`config.mk`:
```
export PLATFORM = sky130hd
export DESIGN_NAME = pwm_multi_channel
export DESIGN_NICKNAME = d
export VERILOG_FILES = /design/src/rtl/pwm_pkg.sv /design/src/rtl/pwm_timebase.sv /design/src/rtl/pwm_multi_channel.sv
export SDC_FILE = /design/constraint.sdc
export NUM_CORES = 1
export LEC_CHECK = 0
export BUFFER_PORTS_ARGS = -buffer_cell sky130_fd_sc_hd__buf_2
export CORE_AREA = 5 5 158 160
export CTS_CLUSTER_SIZE = 20
export DETAILED_ROUTE_END_ITERATION = 6
export DIE_AREA = 0 0 163 165
export GPL_ROUTABILITY_DRIVEN = 1
export PLACE_DENSITY = 0.83
export SYNTH_ARGS = -nofsm -noshare
export SYNTH_HDL_FRONTEND = slang
export SYNTH_SLANG_ARGS = --single-unit
```
`constraint.sdc`:
```
create_clock -name clk -period 5.78 [get_ports clk]
set_clock_uncertainty 0.2 [all_clocks]
set_input_delay 0.867 -clock clk [delete_from_list [all_inputs] [get_ports clk]]
set_output_delay 0.867 -clock clk [all_outputs]
set_load 0.02 [all_outputs]
```
`src/rtl/pwm_pkg.sv`:
```
// Shared defaults and decode types for the multi-channel PWM block.
package pwm_pkg;
  localparam int DEF_NUM_CH = 16;
  localparam int DEF_CNT_W  = 8;
  localparam int DEF_PSC_W  = 8;

  typedef enum logic {DIR_UP, DIR_DOWN} dir_e;
  typedef enum logic {MODE_EDGE, MODE_CENTER} mode_e;
endpackage

```
`src/rtl/pwm_timebase.sv`:
```
// Shared PWM timebase: prescaler, edge/center counter and period-boundary detect.
module pwm_timebase
  import pwm_pkg::*;
#(
  parameter int CNT_W = DEF_CNT_W,
  parameter int PSC_W = DEF_PSC_W
) (
  input  logic             clk,
  input  logic             rst_n,
  input  logic [PSC_W-1:0] prescale,
  input  logic [CNT_W-1:0] period_top,
  input  logic             center_mode,
  output logic [CNT_W-1:0] cnt,
  output logic             tick,
  output logic             boundary
);
  logic [PSC_W-1:0] psc_cnt;
  logic [CNT_W-1:0] cnt_nxt;
  dir_e             dir, dir_nxt;
  mode_e            mode;

  assign mode = mode_e'(center_mode);
  // >= so that lowering prescale below the running count ticks right away
  assign tick = (psc_cnt >= prescale);

  always_comb begin
    cnt_nxt = cnt;
    dir_nxt = dir;
    if (mode == MODE_EDGE) begin
      dir_nxt = DIR_UP;
      if (tick) cnt_nxt = (cnt >= period_top) ? '0 : cnt + CNT_W'(1);
    end else if (tick) begin
      if (period_top == '0) begin
        cnt_nxt = '0;
        dir_nxt = DIR_UP;
      end else if (dir == DIR_UP && cnt >= period_top) begin
        cnt_nxt = cnt - CNT_W'(1);
        dir_nxt = DIR_DOWN;
      end else if (dir == DIR_DOWN && cnt == '0) begin
        cnt_nxt = cnt + CNT_W'(1);
        dir_nxt = DIR_UP;
      end else begin
        cnt_nxt = (dir == DIR_UP) ? cnt + CNT_W'(1) : cnt - CNT_W'(1);
      end
    end
  end

  assign boundary = tick && (cnt_nxt == '0);

  always_ff @(posedge clk or negedge rst_n) begin
    if (!rst_n) begin
      psc_cnt <= '0;
      cnt     <= '0;
      dir     <= DIR_UP;
    end else begin
      psc_cnt <= tick ? '0 : psc_cnt + PSC_W'(1);
      cnt     <= cnt_nxt;
      dir     <= dir_nxt;
    end
  end
endmodule

```
`src/rtl/pwm_multi_channel.sv`:
```
// NUM_CH PWM channels with double-buffered duty, sharing one timebase.
module pwm_multi_channel
  import pwm_pkg::*;
#(
  parameter int NUM_CH = DEF_NUM_CH,
  parameter int CNT_W  = DEF_CNT_W,
  parameter int PSC_W  = DEF_PSC_W,
  parameter int SEL_W  = (NUM_CH > 1) ? $clog2(NUM_CH) : 1
) (
  input  logic              clk,
  input  logic              rst_n,
  input  logic [NUM_CH-1:0] en_out,
  input  logic [NUM_CH-1:0] en_pwm,
  input  logic              duty_wr,
  input  logic [SEL_W-1:0]  duty_sel,
  input  logic [CNT_W-1:0]  duty_wdata,
  input  logic [PSC_W-1:0]  prescale,
  input  logic [CNT_W-1:0]  period_top,
  input  logic              center_mode,
  output logic [NUM_CH-1:0] out,
  output logic              period_start
);
  logic [CNT_W-1:0]  cnt;
  logic              tick;
  logic              boundary;
  logic [NUM_CH-1:0] pwm;

  pwm_timebase #(.CNT_W(CNT_W), .PSC_W(PSC_W)) u_tb (
    .clk        (clk),
    .rst_n      (rst_n),
    .prescale   (prescale),
    .period_top (period_top),
    .center_mode(center_mode),
    .cnt        (cnt),
    .tick       (tick),
    .boundary   (boundary)
  );

  for (genvar i = 0; i < NUM_CH; i++) begin : g_ch
    logic [CNT_W-1:0] shadow, active;
    logic             wr_hit;

    // Out-of-range selects never match any channel index, so they drop silently
    assign wr_hit = duty_wr && (duty_sel == SEL_W'(i));
    assign pwm[i] = (cnt < active);

    always_ff @(posedge clk or negedge rst_n) begin
      if (!rst_n) begin
        shadow <= '0;
        active <= '0;
      end else begin
        if (boundary) active <= shadow;
        if (wr_hit)   shadow <= duty_wdata;
      end
    end
  end

  always_ff @(posedge clk or negedge rst_n) begin
    if (!rst_n) begin
      out          <= '0;
      period_start <= 1'b0;
    end else begin
      out          <= en_out & ((en_pwm & pwm) | ~en_pwm);
      period_start <= boundary;
    end
  end
endmodule

```
After elaboration in Yosys (flattened, before gate mapping)
Cells that the tools add are included.
{"block": "op_classes", "add_sub_neg": 3, "order_cmp": 18, "n_eq_ne": 17, "muxes": 14, "n_bitwise": 5, "n_reduce_logical": 24}
{"operator": "$lt A8 B8 Y1", "count": 16}
{"operator": "$mux W8", "count": 9}
{"operator": "$and A16 B16 Y16", "count": 2}
{"operator": "$eq A4 B4 Y1 const B", "count": 8}
{"operator": "$logic_not A8 Y1", "count": 3}
{"operator": "$logic_and A1 B1 Y1", "count": 19}
{"operator": "$add A8 B1 Y8 const B", "count": 2}
{"operator": "$eq A4 B3 Y1 const B", "count": 4}
{"operator": "$ge A8 B8 Y1", "count": 2}
{"operator": "$not A16 Y16", "count": 1}
{"operator": "$or A16 B16 Y16", "count": 1}
{"operator": "$eq A4 B2 Y1 const B", "count": 2}
{"operator": "$sub A8 B1 Y8 const B", "count": 1}
{"operator": "$mux W1", "count": 5}
{"operator": "$eq A4 B1 Y1 const B", "count": 1}
{"operator": "$logic_not A4 Y1", "count": 1}
{"operator": "$ne A4 B1 Y1 const B", "count": 1}
{"operator": "$ne A2 B1 Y1 const B", "count": 1}
{"operator": "$reduce_and A2 Y1", "count": 1}
{"operator": "$not A1 Y1", "count": 1}
{"block": "totals", "ff_bits": 290, "input_bits": 64, "out_inout_bits": 17, "elab_cells": 118}

Logic depth before layout (Yosys ltp)
Gate-level depths: netlist of the first run.
{"block": "logic_depth", "word_depth": 9, "ltp_mapped": 15, "depth_no_buf": 11}

Hierarchy
Synthesis of the first run repeated with hierarchy kept, for this count alone.
{"block": "unflattened", "cells_unflattened": 1274, "hier_area_um2": 14163.6}
{"mod": "pwm_multi_channel", "n_inst": 1, "cells_per_inst": 1091, "area_each_um2": 12604.6, "seq_area_each_um2": 6831.6}
{"mod": "pwm_timebase", "n_inst": 1, "cells_per_inst": 183, "area_each_um2": 1559.0, "seq_area_each_um2": 425.4}

Least setup slack after synthesis of the first run
OpenSTA, ideal clock, no wires.
{"block": "synth_timing", "kind": "in2reg", "startpoint": "in period_top[2]", "endpoint": "reg g_ch[0].active[0]", "setup_ps": 125, "t_arrival_ps": 3773, "t_required_ps": 5455, "path_slack_ps": 1682, "cell_stages": 13, "n_path_buf": 2, "path_cell_list": "inv_1 ha_1 a211o_1 a31oi_2 o311ai_4 o21ai_4 mux2_4 and3_1 a2111oi_4 nand4_2 buf_8 buf_8 mux2_4"}
{"block": "synth_via", "elab_chain_len": 8, "elab_cells_between_ends": 11, "cone_classes": "1 x order compare; 6 x mux; 4 x reduce/logical"}
{"element": "start: declaration", "line": "pwm_multi_channel.sv:18", "rtl": "input logic [CNT_W-1:0] period_top,"}
{"element": "$ge A8 B8 Y1", "line": "pwm_timebase.sv:31, pwm_timebase.sv:36"}
{"element": "$logic_and A1 B1 Y1", "line": "pwm_timebase.sv:36", "rtl": "end else if (dir == DIR_UP && cnt >= period_top) begin"}
{"element": "$mux W8", "line": "pwm_timebase.sv:36"}
{"element": "$mux W8", "line": "pwm_timebase.sv:33", "rtl": "if (period_top == '0) begin"}
{"element": "$mux W8", "line": "pwm_timebase.sv:32", "rtl": "end else if (tick) begin"}
{"element": "$mux W8 (*)", "line": "pwm_timebase.sv:29", "rtl": "if (mode == MODE_EDGE) begin"}
{"element": "$logic_not A8 Y1 (*)", "line": "pwm_timebase.sv:48", "rtl": "assign boundary = tick && (cnt_nxt == '0);"}
{"element": "$logic_and A1 B1 Y1 (*)", "line": "pwm_timebase.sv:48"}
{"element": "end signal: assignment", "line": "pwm_multi_channel.sv:52", "rtl": "if (boundary) active <= shadow;"}
{"element": "end: declaration", "line": "pwm_multi_channel.sv:40", "rtl": "logic [CNT_W-1:0] shadow, active;"}
Every way passes the cells marked *; elsewhere a longest branch is shown, timed or not.
A chain may end at the register's enable or synchronous reset.

Worst setup path after layout of the first run
{"block": "layout_timing", "startpoint": "reg u_tb.cnt[0]", "endpoint": "reg g_ch[12].active[7]"}
{"block": "layout_via", "elab_chain_len": 9, "elab_cells_between_ends": 16, "cone_classes": "2 x add/sub; 1 x order compare; 8 x mux; 5 x reduce/logical"}
{"element": "start: declaration", "line": "pwm_timebase.sv:13", "rtl": "output logic [CNT_W-1:0] cnt,"}
{"element": "start signal: assignment", "line": "pwm_timebase.sv:57", "rtl": "cnt <= cnt_nxt;"}
{"element": "$add A8 B1 Y8 (tied with other cells)", "line": "pwm_timebase.sv:31, pwm_timebase.sv:40, pwm_timebase.sv:43"}
{"element": "$mux W8 or $logic_and A1 B1 Y1 (tied branches)", "line": "pwm_timebase.sv:43, pwm_timebase.sv:39"}
{"element": "$mux W8", "line": "pwm_timebase.sv:39", "rtl": "end else if (dir == DIR_DOWN && cnt == '0) begin"}
{"element": "$mux W8", "line": "pwm_timebase.sv:36"}
{"element": "$mux W8", "line": "pwm_timebase.sv:33"}
{"element": "$mux W8", "line": "pwm_timebase.sv:32"}
{"element": "$mux W8 (*)", "line": "pwm_timebase.sv:29"}
{"element": "$logic_not A8 Y1 (*)", "line": "pwm_timebase.sv:48"}
{"element": "$logic_and A1 B1 Y1 (*)", "line": "pwm_timebase.sv:48"}
{"element": "end signal: assignment", "line": "pwm_multi_channel.sv:52"}
{"element": "end: declaration", "line": "pwm_multi_channel.sv:40"}
Marks and branches as above.

==> results.cfg, run 1 <==
[synth]
synthesis.nets = 1368
synth-adder-area-share_pct = 11.01
async_flop_share_pct = 100.0
synth_edf_count = 0
synth_xor_xnor_area_share_pct = 0.6425
synthSimpleGateAreaFrac_pct = 6.208
synth_area_sq_mm = 0.01500
synth_top_family_by_area = multiplexers
synth_ff_type = dfrtp_1
yosysWarnings = 0
netlist_instances = 1172
syn_area_per_cell_sq_um = 12.79
ys_ff_latch = 290
synthMuxAreaShare_pct = 22.25
synth_cell_types = 50
synth-seq-area-share_pct = 48.39
synth_compound_area_share_pct = 6.241

[floorplan]
start_util_pct = 64.46
pin_count = 81
rows = 56
die_area_sq_mm = 0.02690
coreArea_sq_mm = 0.02326
die_w_um = 163
die_h_um = 165

[power]
total_leakage_power_uw = 0.008222
power_switching_share_pct = 30.55
power.internal_uw = 4364
p_comb_share_pct = 28.5
switching_power_uw = 1920
irDropWorstVdd_mv = 0.2586
powerDensity_mw_per_mm2 = 378.0
p_clk_share_pct = 29.3
seq_power_share_pct = 42.2

[clock_tree]
cts_resized = 0
cts_hold_buf = 0
insertion_delay_ps = 550
htreeDepth = 1
cts_tree = yes
root_buffer = clkbuf_16
clock_sinks = 290
cts_setup_buffers = 0
clockBufferDepth = 3
cts_buffers = 30
path_clk_slew_ps = 60

[grt]
overflow = 0
grtUsageTotal_pct = 22.94
grt_pass1_vias = 9571
grt_max_degree = 126
antenna_found_initial = 2
grt_pass1_wl_um = 49550

[sta]
tightest_slew_ps = 1089
setup_viol = 0
fmax_mhz = 218.0
rsz0062_at_grt = no
slew_viol_final = 0
fin_crit_ps = 4587
setup-tns-final_ps = 0
post-route-period-util_pct = 79.35
hold_viol = 0
maxSlewHeadroom_pct = 27.40

[critical_path]
r2r-start = u_tb.cnt[0]
cp_data_required_time_ps = 6020
critPathLaunchType = register
cp_max_fo = 59
r2r_end = g_ch[12].active[7]
path_class = reg2reg
reg2reg_slack_ps = 1190
crit_path_start = u_tb.cnt[0]
critPathArrivalTime_ps = 4820
cp-endpoint = g_ch[12].active[7]
cp-end-kind = register
r2r_cells = 12

[placed_design]
gp_congestion = 0.7722
port_buffers = 80
dp.cells = 1550
hpwl_um = 18540

[final_layout]
fin_cells = 1605
syn_to_final_growth_pct = 10.85
drive_gt1_share_pct = 30.92
nets = 1459
fillCellCount = 1588

[detailed_routing]
dr_total_vias = 8971
drtIter0Drc = 535
viasPerCell = 5.589
drt_wl_total_um = 29740
drtPass1Iterations = 4
drc_errors = 0
antenna_left = 0
wl_per_cell_um = 18.53

[outcome]
outcome = complete, no violations

[min_path]
hold_path_class = in2async

[flow_run]
drv_cap = 0
==> power groups by stage <==
stage	Sequential (uW)	Clock (uW)	Combinational [uW]
final	2650	1840	1790
after CTS	2650	1880	1820
after detailed placement	2680	0	1780
after global routing	2700	1970	2040
after global placement	2650	0	1670
after floorplan	2680	0	1220
==> layout make-up <==
type	instances	area, sq um	area share [%]
well taps	319	399.1	2.401
diodes	2	5.005	0.03011
flip-flops and latches	290	7257	43.66
repair buffers	92	538.0	3.237
multi-input cells	710	6960	41.87
inverters	139	521.8	3.139
clock inverters	2	10.01	0.06022
clock buffers	51	930.9	5.600
==> synthesized netlist by cell type, drive strengths merged, types with 6 or more instances <==
library cell	number	area, sq um
a21o	50	375.4
a21oi	22	110.1
a31oi	18	118.9
and3	8	50.05
buf	15	197.7
clkbuf	18	67.56
dfrtp	290	7257
ha	132	1652
inv	139	521.8
mux2	257	3307
nand2	47	176.4
nand2b	38	237.7
nand3	9	45.04
nor2	24	90.09
nor2b	18	112.6
o21ai	27	146.4
xor2	6	52.55
==> registers in the layout, summed over array words and instances (netlist names) <==
signal	count
g_ch.active	128
g_ch.shadow	128
out	16
period_start	1
u_tb.cnt	8
u_tb.dir	1
u_tb.psc_cnt	8
==> stage by stage <==
| stage | total power [uW] | area, sq um | hold WS, ps | setup WS (ps) | utilization [%] |
|---|---|---|---|---|---|
| after detailed placement | 4461 | 15680 | 289.8 | 1149 | 67.39 |
| after floorplan | 3902 | 15000 | 266.6 | 1682 | - |
| final | 6283 | 16620 | 236.0 | 1193 | 71.46 |
| after CTS | 6349 | 16620 | 253.0 | 1238 | 71.43 |
| after global routing | 6706 | 16620 | 285.5 | 939.5 | 71.44 |
| after global placement | 4325 | 15680 | 281.2 | 1264 | 67.39 |
==> logic make-up after synthesis <==
family,after synthesis
compound gates,134
xor+xnor,11
fa+ha+maj,132
buf+inv,172
flops,290
mux,260
simple gates,173
==> layout by cell type (no fill, tap or decap), types with 12 or more instances in the layout <==
cell type / netlist / final
nand2b_1: 38 / 38
mux2_4: 110 / 110
ha_1: 132 / 132
nor2b_1: 18 / 18
inv_1: 139 / 139
a21o_1: 50 / 50
clkbuf_16: 0 / 31
dfrtp_1: 290 / 290
nand2_1: 47 / 47
a31oi_1: 17 / 17
clkbuf_1: 18 / 12
buf_2: 2 / 79
o21ai_0: 26 / 26
mux2_2: 147 / 147
a21oi_1: 22 / 22
nor2_1: 24 / 24
==> per-layer routing <==
layer / wire (um) / part of all wire [%] / vias to the layer above / track usage (%)
met5: 0 / 0 / - / 0
met4: 400 / 1.3 / 0 / 4.308
met3: 1275 / 4.3 / 26 / 3.419
met2: 14800 / 50 / 151 / 40.40
met1: 13270 / 45 / 4553 / 30.73
li1: - / - / 4241 / -
==> worst max-delay path: stages (launching register included) <==
cell and delay, ps:
dfrtp_1 840, inv_1 260, ha_1 330, nand2b_1 150
a31oi_2 230, o311ai_4 150, o21ai_4 330, mux2_4 340
nor4b_1 500, a2111oi_4 110, nand4_4 190, buf_12 410
mux2_2 390
==> worst min path at each step <==
stage	from	to	cells after the start
after floorplan	u_tb.psc_cnt[0]	u_tb.psc_cnt[0]	1
after global placement	g_ch[0].shadow[6]	g_ch[0].active[6]	1
after detailed placement	g_ch[4].shadow[2]	g_ch[4].active[2]	1
after CTS	rst_n	g_ch[12].active[5]	1
after global routing	rst_n	g_ch[12].active[7]	1
final	rst_n	g_ch[12].active[5]	1
(Power assumes the default switching activity.)
==> run 2, diff against run 1 <==
--- a/config.mk
+++ b/config.mk
@@ -5,13 +5,14 @@
 export SDC_FILE = /design/constraint.sdc
 export NUM_CORES = 1
 export LEC_CHECK = 0
+export ABC_AREA = 1
 export BUFFER_PORTS_ARGS = -buffer_cell sky130_fd_sc_hd__buf_2
-export CORE_AREA = 5 5 158 160
+export CORE_AREA = 5 5 162 164
 export CTS_CLUSTER_SIZE = 20
 export DETAILED_ROUTE_END_ITERATION = 6
-export DIE_AREA = 0 0 163 165
+export DIE_AREA = 0 0 167 169
 export GPL_ROUTABILITY_DRIVEN = 1
-export PLACE_DENSITY = 0.83
+export PLACE_DENSITY = 0.8
 export SYNTH_ARGS = -nofsm -noshare
 export SYNTH_HDL_FRONTEND = slang
 export SYNTH_SLANG_ARGS = --single-unit
==> constraint.sdc (replaced) <==
create_clock -name clk -period 4.6 [get_ports clk]
set_clock_uncertainty 0.2 [all_clocks]
set_input_delay 0.69 -clock clk [delete_from_list [all_inputs] [get_ports clk]]
set_output_delay 0.69 -clock clk [all_outputs]
set_load 0.02 [all_outputs]
==> results.cfg, run 2 <==
[outcome]
outcome = complete, no violations

[critical_path]
reg2reg_slack_ps = 690
cp-endpoint = g_ch[5].active[5]
critPathLaunchType = register
path_class = reg2reg
cp_cell_sequence = ha_1, nand2_1, nor2_1, nand2_1, nand3_2, nand2_4, nand2_1, nand2_1, nor2_1, nor2_2, nand2_1, nor2_1, nand2_4, buf_12, nand2_1, nand2_1
r2r-start = u_tb.cnt[4]
cp_num_buf_inv = 1
cp_common_cell = nand2_1
worst_path_max_delay_cell = dfrtp_1
crit_path_max_incr_delay_ps = 890
critPathTopFamily = simple AND/OR/NAND/NOR gates
critPathArrivalTime_ps = 4140
r2r_cells = 16
r2r_end = g_ch[5].active[5]
crit_path_start = u_tb.cnt[4]
cp_max_fo = 82
cp-end-kind = register
cp_data_required_time_ps = 4830
path_depth = 16

[clock_tree]
clock_sinks = 290
cts_hold_buf = 0
path_clk_slew_ps = 60
clockBufferDepth = 3
cts_resized = 0
cts_tree = yes
insertion_delay_ps = 550
root_buffer = clkbuf_16
htreeDepth = 1
cts_setup_buffers = 0
cts_buffers = 30

[placed_design]
port_buffers = 80
hpwl_um = 20780
placed_area_sq_mm = 0.01549
gp_congestion = 0.9298
place_ws_ps = 669.0
dp.cells = 2059

[detailed_routing]
drc_errors = 0
drt_wl_total_um = 33790
dr_total_vias = 11660
drtPass1Iterations = 5
viasPerCell = 5.512
wl_per_cell_um = 15.98
antenna_left = 0
drtIter0Drc = 894

[floorplan]
pin_count = 81
die_area_sq_mm = 0.02822
rows = 58
start_util_pct = 60.76
die_h_um = 169
coreArea_sq_mm = 0.02475
die_w_um = 167

[sta]
setup-tns-final_ps = 0
post-route-period-util_pct = 84.98
tightest_slew_ps = 946.2
setup_viol = 0
maxSlewHeadroom_pct = 36.92
slew_viol_final = 0
fmax_mhz = 255.8
rsz0062_at_grt = no
hold_viol = 0
worst_slack_ps = 690.8
fin_crit_ps = 3909

[grt]
grtUsageTotal_pct = 23.94
grt_pass1_wl_um = 56050
antenna_found_initial = 1
grt_pass1_vias = 11400
overflow = 0
grt_max_degree = 129

[final_layout]
nets = 1957
drive_gt1_share_pct = 10.99
final_common_cell = nand2_1
syn_to_final_growth_pct = 9.711
reg.largest.list = g_ch.active x128, g_ch.shadow x128, out x16
fin_util_pct = 66.66
fin_cells = 2115
design_area_sq_mm = 0.01650
final_cell_mix = nand2_1, dfrtp_1, inv_1

[min_path]
hold_path_class = in2async

[synth]
synth_compound_area_share_pct = 9.703
netlist_instances = 1707
synthesis.nets = 1903
synth_edf_count = 0
synth_xor_xnor_area_share_pct = 0.6990
ys_top_cells_by_area = dfrtp_1, nand2_1, ha_1
ys_ff_latch = 290
synth_area_sq_mm = 0.01504
async_flop_share_pct = 100.0
synthTopCellsByCount = nand2_1, dfrtp_1, inv_1
synth_cell_types = 33
synth-seq-area-share_pct = 48.26
synthMuxAreaShare_pct = 0
synth.most_common_cell = nand2_1
synthSimpleGateAreaFrac_pct = 21.87
synth_top_family_by_area = simple AND/OR/NAND/NOR gates
synth_area_leader_cell = dfrtp_1
yosysTopAreaCellShare_pct = 48.26
syn_area_per_cell_sq_um = 8.808
synth-adder-area-share_pct = 10.98
yosysWarnings = 0
synth_ff_type = dfrtp_1

[power]
switching_power_uw = 3657
seq_power_share_pct = 36.9
p_comb_share_pct = 37.6
power.internal_uw = 5894
total_leakage_power_uw = 0.008489
power_switching_share_pct = 38.29
p_clk_share_pct = 25.5
powerDensity_mw_per_mm2 = 579.0
irDropWorstVdd_mv = 0.3949

[flow_run]
drv_cap = 0
run 2: power by group through the flow:
stage	registers [uW]	logic, uW	clock network [uW]
6_report	3520	3600	2430
5_1_grt	3590	4120	2590
4_1_cts	3520	3610	2460
3_5_place_dp	3550	3570	0
3_3_place_gp	3530	3370	0
2_1_floorplan	3590	2590	0
run 2: per-layer routing:
layer	part of all wire, %	track usage, %
met1	43	31.74
met2	50	42.60
met3	5.2	2.966
met4	1.8	5.229
met5	0	0
run 2: cell families after synthesis:
family / Yosys count
adders and majority gates: 132
buffers and inverters: 263
and+or+nand+nor: 748
AOI/OAI and AO/OA: 262
xor gates and xnor gates: 12
DFF: 290
run 2: through the flow:
step | hold WS [ps] | total power [uW]
after global routing | 85.71 | 10300
after global placement | 248.1 | 6899
after CTS | 80.87 | 9595
final | 48.51 | 9551
after floorplan | 194.4 | 6182
after detailed placement | 253.0 | 7119
run 2: cell type report:
cell class                      count  area [sq um]
Antenna cell                        1         2.502
Clock buffer                       42         875.8
Clock inverter                     13         130.1
Fill cell                        1982          8250
Inverter                          190         713.2
Multi-Input combinational cell   1154          6519
Sequential cell                   290          7257
Tap cell                          330         412.9
Timing Repair Buffer               95         585.6
run 2: worst min-delay path by stage:
stage / start / endpoint / slack (ps) / cells after the start
finish: rst_n / g_ch[10].shadow[4] / 50 / 1
global route: en_pwm[11] / out[11] / 90 / 2
CTS: rst_n / g_ch[10].shadow[4] / 80 / 1
detailed placement: g_ch[0].active[0] / g_ch[0].active[0] / 250 / 2
global placement: g_ch[12].active[0] / g_ch[12].active[0] / 250 / 2
floorplan: rst_n / g_ch[0].active[0] / 190 / 0
==> run 3, diff against run 2 <==
--- a/config.mk
+++ b/config.mk
@@ -5,14 +5,14 @@
 export SDC_FILE = /design/constraint.sdc
 export NUM_CORES = 1
 export LEC_CHECK = 0
-export ABC_AREA = 1
+export ABC_AREA = 0
 export BUFFER_PORTS_ARGS = -buffer_cell sky130_fd_sc_hd__buf_2
-export CORE_AREA = 5 5 162 164
+export CORE_AREA = 5 5 170 172
 export CTS_CLUSTER_SIZE = 20
 export DETAILED_ROUTE_END_ITERATION = 6
-export DIE_AREA = 0 0 167 169
+export DIE_AREA = 0 0 175 177
 export GPL_ROUTABILITY_DRIVEN = 1
-export PLACE_DENSITY = 0.8
+export PLACE_DENSITY = 0.76
 export SYNTH_ARGS = -nofsm -noshare
 export SYNTH_HDL_FRONTEND = slang
 export SYNTH_SLANG_ARGS = --single-unit
==> constraint.sdc (replaced) <==
create_clock -name clk -period 3.5 [get_ports clk]
set_clock_uncertainty 0.2 [all_clocks]
set_input_delay 0.525 -clock clk [delete_from_list [all_inputs] [get_ports clk]]
set_output_delay 0.525 -clock clk [all_outputs]
set_load 0.02 [all_outputs]
==> results.cfg, run 3 (synthesis results as in run 1) <==
[outcome]
outcome = finished with violations
violations = setup timing

[final_layout]
drive_gt1_share_pct = 35.73
final_cell_mix = dfrtp_1, mux2_2, inv_1
reg.largest.list = g_ch.active x128, g_ch.shadow x128, out x16
syn_to_final_growth_pct = 19.86
final_common_cell = dfrtp_1
nets = 1549
insertedDiodeCount = 0
fin_util_pct = 65.78

[sta]
setup_viol = 128
tightest_slew_ps = 927.2
fmax_mhz = 277.2
maxSlewHeadroom_pct = 37.96
worst_slack_ps = -107.9
rsz0062_at_grt = yes
slew_viol_final = 0
fin_crit_ps = 3608
whs_ps = 10.54
hold_viol = 0
post-route-period-util_pct = 103.1

[clock_tree]
path_clk_slew_ps = 60
root_buffer = clkbuf_16
clockBufferDepth = 3
cts_tree = yes
clock_sinks = 290
cts_buffers = 30
htreeDepth = 1
insertion_delay_ps = 550

[grt]
grt_pass1_wl_um = 52650
grtUsageTotal_pct = 21.05
grt_pass1_vias = 10030
antenna_found_initial = 0
overflow = 0
grt_max_degree = 94

[detailed_routing]
dr_total_vias = 9412
drc_errors = 0
wl_per_cell_um = 19.14
drtIter0Drc = 512
drtPass1Iterations = 5
antenna_left = 0
drt_wl_total_um = 32970
viasPerCell = 5.463

[floorplan]
coreArea_sq_mm = 0.02732
start_util_pct = 54.88
die_w_um = 175
pin_count = 81
die_h_um = 177
die_area_sq_mm = 0.03098
rows = 61

[critical_path]
path_class = reg2reg
reg2reg_slack_ps = -110
cp_data_required_time_ps = 3730
cp_common_cell = buf_4
r2r_cells = 15
cp-endpoint = g_ch[0].active[5]
crit_path_start = u_tb.cnt[0]
r2r_end = g_ch[0].active[5]
critPathLaunchType = register
cp_max_fo = 8
cp_cell_sequence = inv_1, ha_1, nand2b_4, a31oi_4, o311ai_4, buf_4, or2_2, buf_4, o21ai_0, buf_4, a2111oi_4, nand4_4, buf_12, clkbuf_16, mux2_4
crit_path_max_incr_delay_ps = 420
worst_path_max_delay_cell = a2111oi_4
r2r-start = u_tb.cnt[0]
critPathArrivalTime_ps = 3840
cp-end-kind = register

[placed_design]
port_buffers = 80
hpwl_um = 20230
gp_congestion = 0.8182

[power]
powerDensity_mw_per_mm2 = 621.8
total_leakage_power_uw = 0.008848
irDropWorstVdd_mv = 0.2943

[min_path]
hold_path_class = in2reg

[flow_run]
drv_cap = 0
## run 3: timing repair
item | in CTS | in global routing
endpoints found under the setup margin | 128 | 128
pin swaps | 9 | 11
resized for setup | 11 | 25
setup buffers | 7 | 4
hold buffers | 29 | 0
cloned | 2 | 7
hold endpoints to repair | 101 | 0
## run 3: worst min-delay path by stage
stage,endpoint,cells after the start,from,slack [ps]
floorplan,g_ch[0].active[0],0,rst_n,30
global placement,g_ch[8].active[5],1,g_ch[8].shadow[5],280
detailed placement,g_ch[8].active[5],1,g_ch[8].shadow[5],290
CTS,u_tb.dir,3,center_mode,5
global route,out[8],2,en_pwm[8],20
finish,out[8],2,en_pwm[8],10
## run 3: per-layer routing
layer	part of all wire, %	global-route usage, %	wire [um]	vias up
met3	3.3	2.499	1103	54
met1	44	27.47	14530	4797
met5	0	0	0	-
li1	-	-	-	4413
met4	2.3	5.892	744	0
met2	50	37.39	16590	148
## run 3: final cells by class
type                       instances  area [sq um]
inverter                         139         521.8
clock inverter                    18         235.2
sequential                       290          7264
multi-input combinational        711          7128
timing repair buffer             181          1559
tap                              346         432.9
fill                            1910          9350
clock buffer                      38         832.0
## run 3: stage by stage
step	cells	total power (uW)	cell area, sq um	setup WS [ps]	TNS, ps
2_1_floorplan	1172	6467	15040	-28.22	-2837
4_1_cts	1712	11130	17670	-110.8	-11020
3_3_place_gp	1618	7338	16160	-471.7	-53250
5_1_grt	1723	11860	17970	-207.6	-22870
6_report	1723	11180	17970	-107.9	-9587
3_5_place_dp	1618	7547	16160	-534.4	-59940
## run 3: report_power, final
group	internal (uW)	switching [uW]
sequential	3960	361
clock	2060	1360
combinational	1740	1710
## run 3: worst max-delay path: cells and delay by family (launching register included)
kind	cells	cell delay [ps]
buf+inv	6	940
compound gates	4	940
simple gates	3	490
flops	1	350
mux	1	290
fa+ha+maj	1	280
